File: src/rtl/ir_fetch_ctrl.sv
// Instruction fetch stage: owns the PC, issues one synchronous imem read per cycle and
// delivers words in PC order through a one-entry skid. Optional perf counters: IR_FETCH_PERF_EN.
module ir_fetch_ctrl #(
  parameter int               ADDR_W   = 16,
  parameter int               DATA_W   = 16,
  parameter logic [ADDR_W-1:0] RESET_PC = '0
) (
  input  logic              clk,
  input  logic              rst,
  input  logic              stall,
  input  logic              redirect,
  input  logic [ADDR_W-1:0] redirect_pc,
  output logic              imem_en,
  output logic [ADDR_W-1:0] imem_addr,
  input  logic [DATA_W-1:0] imem_rdata,
`ifdef IR_FETCH_PERF_EN
  output logic [15:0]       o_fetch_cnt,
  output logic [15:0]       o_stall_cnt,
`endif
  output logic [DATA_W-1:0] o_data,
  output logic [ADDR_W-1:0] o_pc,
  output logic              o_valid
);

  logic [ADDR_W-1:0] pc_q, pc_d;
  logic              inflight_q, inflight_d;
  logic [ADDR_W-1:0] inflight_pc_q, inflight_pc_d;
  logic              skid_valid_q, skid_valid_d;
  logic [DATA_W-1:0] skid_data_q, skid_data_d;
  logic [ADDR_W-1:0] skid_pc_q, skid_pc_d;
  logic              o_valid_q, o_valid_d;
  logic [DATA_W-1:0] o_data_q, o_data_d;
  logic [ADDR_W-1:0] o_pc_q, o_pc_d;

  assign imem_en   = rst & ~stall & ~redirect;
  assign imem_addr = pc_q;

  // Priority: redirect > stall > run. The skid only fills on the first stalled edge,
  // because inflight is cleared there and no new fetch issues until the stall ends.
  always_comb begin
    pc_d          = pc_q;
    inflight_d    = inflight_q;
    inflight_pc_d = inflight_pc_q;
    skid_valid_d  = skid_valid_q;
    skid_data_d   = skid_data_q;
    skid_pc_d     = skid_pc_q;
    o_valid_d     = o_valid_q;
    o_data_d      = o_data_q;
    o_pc_d        = o_pc_q;
    if (redirect) begin
      pc_d         = redirect_pc;
      inflight_d   = 1'b0;
      skid_valid_d = 1'b0;
      o_valid_d    = 1'b0;
    end else if (stall) begin
      if (inflight_q) begin
        skid_valid_d = 1'b1;
        skid_data_d  = imem_rdata;
        skid_pc_d    = inflight_pc_q;
      end
      inflight_d = 1'b0;
    end else begin
      pc_d          = pc_q + ADDR_W'(1);
      inflight_d    = 1'b1;
      inflight_pc_d = pc_q;
      if (skid_valid_q) begin
        o_valid_d    = 1'b1;
        o_data_d     = skid_data_q;
        o_pc_d       = skid_pc_q;
        skid_valid_d = 1'b0;
      end else if (inflight_q) begin
        o_valid_d = 1'b1;
        o_data_d  = imem_rdata;
        o_pc_d    = inflight_pc_q;
      end else begin
        o_valid_d = 1'b0;
      end
    end
  end

  always_ff @(posedge clk or negedge rst) begin
    if (!rst) begin
      pc_q         <= RESET_PC;
      inflight_q   <= 1'b0;
      skid_valid_q <= 1'b0;
      o_valid_q    <= 1'b0;
      o_data_q     <= '0;
      o_pc_q       <= '0;
    end else begin
      pc_q         <= pc_d;
      inflight_q   <= inflight_d;
      skid_valid_q <= skid_valid_d;
      o_valid_q    <= o_valid_d;
      o_data_q     <= o_data_d;
      o_pc_q       <= o_pc_d;
    end
  end

  // Payload registers are qualified by inflight/skid_valid, so they need no reset.
  always_ff @(posedge clk) begin
    inflight_pc_q <= inflight_pc_d;
    skid_data_q   <= skid_data_d;
    skid_pc_q     <= skid_pc_d;
  end

  assign o_valid = o_valid_q;
  assign o_data  = o_data_q;
  assign o_pc    = o_pc_q;

`ifdef IR_FETCH_PERF_EN
  logic [15:0] fetch_cnt_q, fetch_cnt_d;
  logic [15:0] stall_cnt_q, stall_cnt_d;

  function automatic logic [15:0] sat_inc(input logic [15:0] v);
    return (v == 16'hFFFF) ? v : v + 16'd1;
  endfunction

  always_comb begin
    fetch_cnt_d = imem_en ? sat_inc(fetch_cnt_q) : fetch_cnt_q;
    stall_cnt_d = stall   ? sat_inc(stall_cnt_q) : stall_cnt_q;
  end

  always_ff @(posedge clk or negedge rst) begin
    if (!rst) begin
      fetch_cnt_q <= '0;
      stall_cnt_q <= '0;
    end else begin
      fetch_cnt_q <= fetch_cnt_d;
      stall_cnt_q <= stall_cnt_d;
    end
  end

  assign o_fetch_cnt = fetch_cnt_q;
  assign o_stall_cnt = stall_cnt_q;
`endif

endmodule

File: config.mk
export PLATFORM = sky130hd
export DESIGN_NAME = ir_fetch_ctrl
export DESIGN_NICKNAME = d
export VERILOG_FILES = /design/src/rtl/ir_fetch_ctrl.sv
export SDC_FILE = /design/constraint.sdc
export NUM_CORES = 1
export LEC_CHECK = 0
export BUFFER_PORTS_ARGS = -buffer_cell sky130_fd_sc_hd__buf_2
export CAP_MARGIN = 30
export CELL_PAD_IN_SITES_DETAIL_PLACEMENT = 0
export CELL_PAD_IN_SITES_GLOBAL_PLACEMENT = 2
export CORE_MARGIN = 2
export CORE_UTILIZATION = 25
export CTS_BUF_LIST = sky130_fd_sc_hd__clkbuf_8
export DETAILED_ROUTE_END_ITERATION = 10
export PLACE_DENSITY_LB_ADDON = 0.1
export SETUP_SLACK_MARGIN = 0.3
export SLEW_MARGIN = 20
export SYNTH_ARGS = -nofsm -noshare
export SYNTH_HDL_FRONTEND = slang
export SYNTH_SLANG_ARGS = --single-unit
File: constraint.sdc
create_clock -name clk -period 2.8 [get_ports clk]
set_input_delay 0.28 -clock clk [delete_from_list [all_inputs] [get_ports clk]]
set_output_delay 0.28 -clock clk [all_outputs]
set_load 0.02 [all_outputs]
==> flow_summary.ini <==
[flow_run]
drv_cap = 0

[yosys]
yosysUniqueCellTypes = 32
netlist.area_leader.share_pct = 36.7
yosysSeqAreaShare_pct = 69.3
syn_inst = 300
yosysMostFrequentCell = dfrtp_1
yosysTopAreaCell = edfxtp_1
yosys_warnings = 0
synthTopCellsByCount = dfrtp_1, edfxtp_1, nor2_1
syn_area_per_cell_sq_um = 13.1
async_flop_share_pct = 51.5
ys_seq_elements = 99
netlist_area_sq_um = 3920
syn_nets = 337
netlist_top_cells_area = edfxtp_1, dfrtp_1, mux2i_1, a21oi_1, nor2_1
yosys_most_used_dff = dfrtp_1
synth_edf_count = 48

[routing]
num_vias = 2479
ant_nets = 0
via_per_inst = 4.12
drtIter0Drc = 118
drt-total-wl_mm = 9.08
drc = 0
avgRoutedWirePerCell_um = 15.1
drt_pre_antenna_iters = 4

[layout]
fin_cells = 601
num-nets-final = 422
multi_input_area_sq_um = 1130
regArea_sq_um = 2720
n_antenna_cell = 0
fill_cells = 1600
drive_above_1_share_pct = 28.2
syn2layout_area_growth_pct = 22.2

[global_route]
grt_max_degree = 66
overflow = 0
grt_pass1_vias = 2438
antenna_found_initial = 0
grt_usage_pct = 11.3
grt_pass1_wl_mm = 13.9

[sta]
fin_skew_ns = 0.00949
holdWs_ns = 0.101
final_hold_viol_count = 0
fmax_ghz = 0.548
maxSlewViolCount = 0
tns_ns = 0
relSlewSlack_pct = 47.5
post-route-period-util_pct = 65.2
finalSetupViolations = 0
period_needed_ns = 1.83
rsz0062_at_grt = no
tightest_slew_ns = 0.787

[clock_network]
post_cts_buffers = 0
htreeDepth = 3
clkTransAtPathRegs_ns = 0.09
clock-sinks = 99
postCtsHoldBufs = 0
cts_tree = done
cts_resized = 0
clk_path_buf_depth = 2
root_buffer = clkbuf_8
cts_buffers = 9
clk-insertion-delay-late_ns = 0.37

[die]
core_sq_um = 15300
ioPinCount = 86
die_x_um = 129
dieArea_sq_um = 16700
dieHeight_um = 129
initial_utilization_pct = 25.7
rows = 45

[critical_path]
path_max_fanout = 7
reg2regPathDepth = 4
crit_arrival_ns = 2.08
worst_ep_required_time_ns = 3.05
start_kind = register
end_kind = register
worst-setup-path-type = reg2reg

[hold_path]
min_path_type = in2reg
hold_path_depth = 1

[pwr]
power.density_nw_per_um2 = 694
p_leak_nw = 1.84
vdd_drop_max_uv = 202

[place]
port_buffers = 85
placedCellCount = 585
hpwlAfterDp_mm = 5.92
place_congestion = 0.708

[status]
outcome = complete, no violations
## area by class of cell
type	count	area share, %
clock inverters	4	0.861
flip-flops and latches	99	56.7
inverters	3	0.235
repair buffers	90	9.65
multi-input cells	182	23.6
well taps	211	5.50
clock buffers	12	3.44
## per-stage QoR
step	power [mW]	worst slack, ns	instance area, sq um	utilization, %
2_1_floorplan	2.16	0.828	3920	-
3_3_place_gp	2.41	1.07	4590	30.1
3_5_place_dp	2.42	0.979	4590	30.1
4_1_cts	3.39	0.946	4800	31.4
5_1_grt	3.52	0.800	4800	31.4
6_report	3.33	0.974	4800	31.4
## routing by layer
| layer | GRT usage, % | routed length [um] | up-vias |
|---|---|---|---|
| li1 | - | - | 1231 |
| met1 | 15.8 | 4410 | 1173 |
| met2 | 16.6 | 4090 | 61 |
| met3 | 2.48 | 387 | 14 |
| met4 | 5.56 | 187 | 0 |
| met5 | 0 | 0 | - |
## critical path, stage by stage, from the launching register on
cell     delay, ns
dfrtp_1       0.52
nand4_4       0.18
nor4_1        0.65
mux2i_1       0.26
nand3_1       0.10
## flip-flops by register name, indices dropped and copies added, names as in the netlist, 16 cells and up
register       cells
o_data            16
skid_pc_q         16
inflight_pc_q     16
skid_data_q       16
o_pc              16
imem_addr         16
## cell families (layout without fill, tap and decap cells)
group	Yosys count	count (layout)	share of synthesized area, %
flops	99	99	69.3
mux	35	35	8.93
xor+xnor	12	12	2.68
simple gates	84	84	10.2
fa+ha+maj	1	1	0.319
compound gates	50	50	6.57
buf+inv	19	109	2.04
## placed cells by master (no fill, tap or decap), types with 5 or more instances in the layout
master / instances
buf_4: 5
mux2i_1: 35
nor4_1: 5
o21ai_0: 14
nand3_1: 6
nand2_1: 18
inv_1: 5
xor2_1: 5
edfxtp_1: 48
a21oi_1: 32
buf_2: 85
xnor2_1: 7
clkbuf_8: 12
nor2_1: 38
dfrtp_1: 50
## report_power, final
part / internal, mW / leakage, nW / total (mW) / switching, mW
sequential: 1.68 / 1.03 / 1.79 / 0.109
clock: 0.478 / 0.113 / 0.962 / 0.484
combinational: 0.205 / 0.701 / 0.574 / 0.368
## path summary, 6_finish.rpt
kind | to | from | slack [ns]
min reg2reg | skid_pc_q[6] | inflight_pc_q[6] | 0.46
min | skid_data_q[5] | imem_rdata[5] | 0.10
max | imem_addr[15] | imem_addr[3] | 0.97
max reg2reg | imem_addr[15] | imem_addr[3] | 0.97
max in group asynchronous | skid_valid_q | rst | 2.17
min in group asynchronous | imem_addr[9] | rst | 0.11
Note: power is estimated with default switching activity, not from simulation.
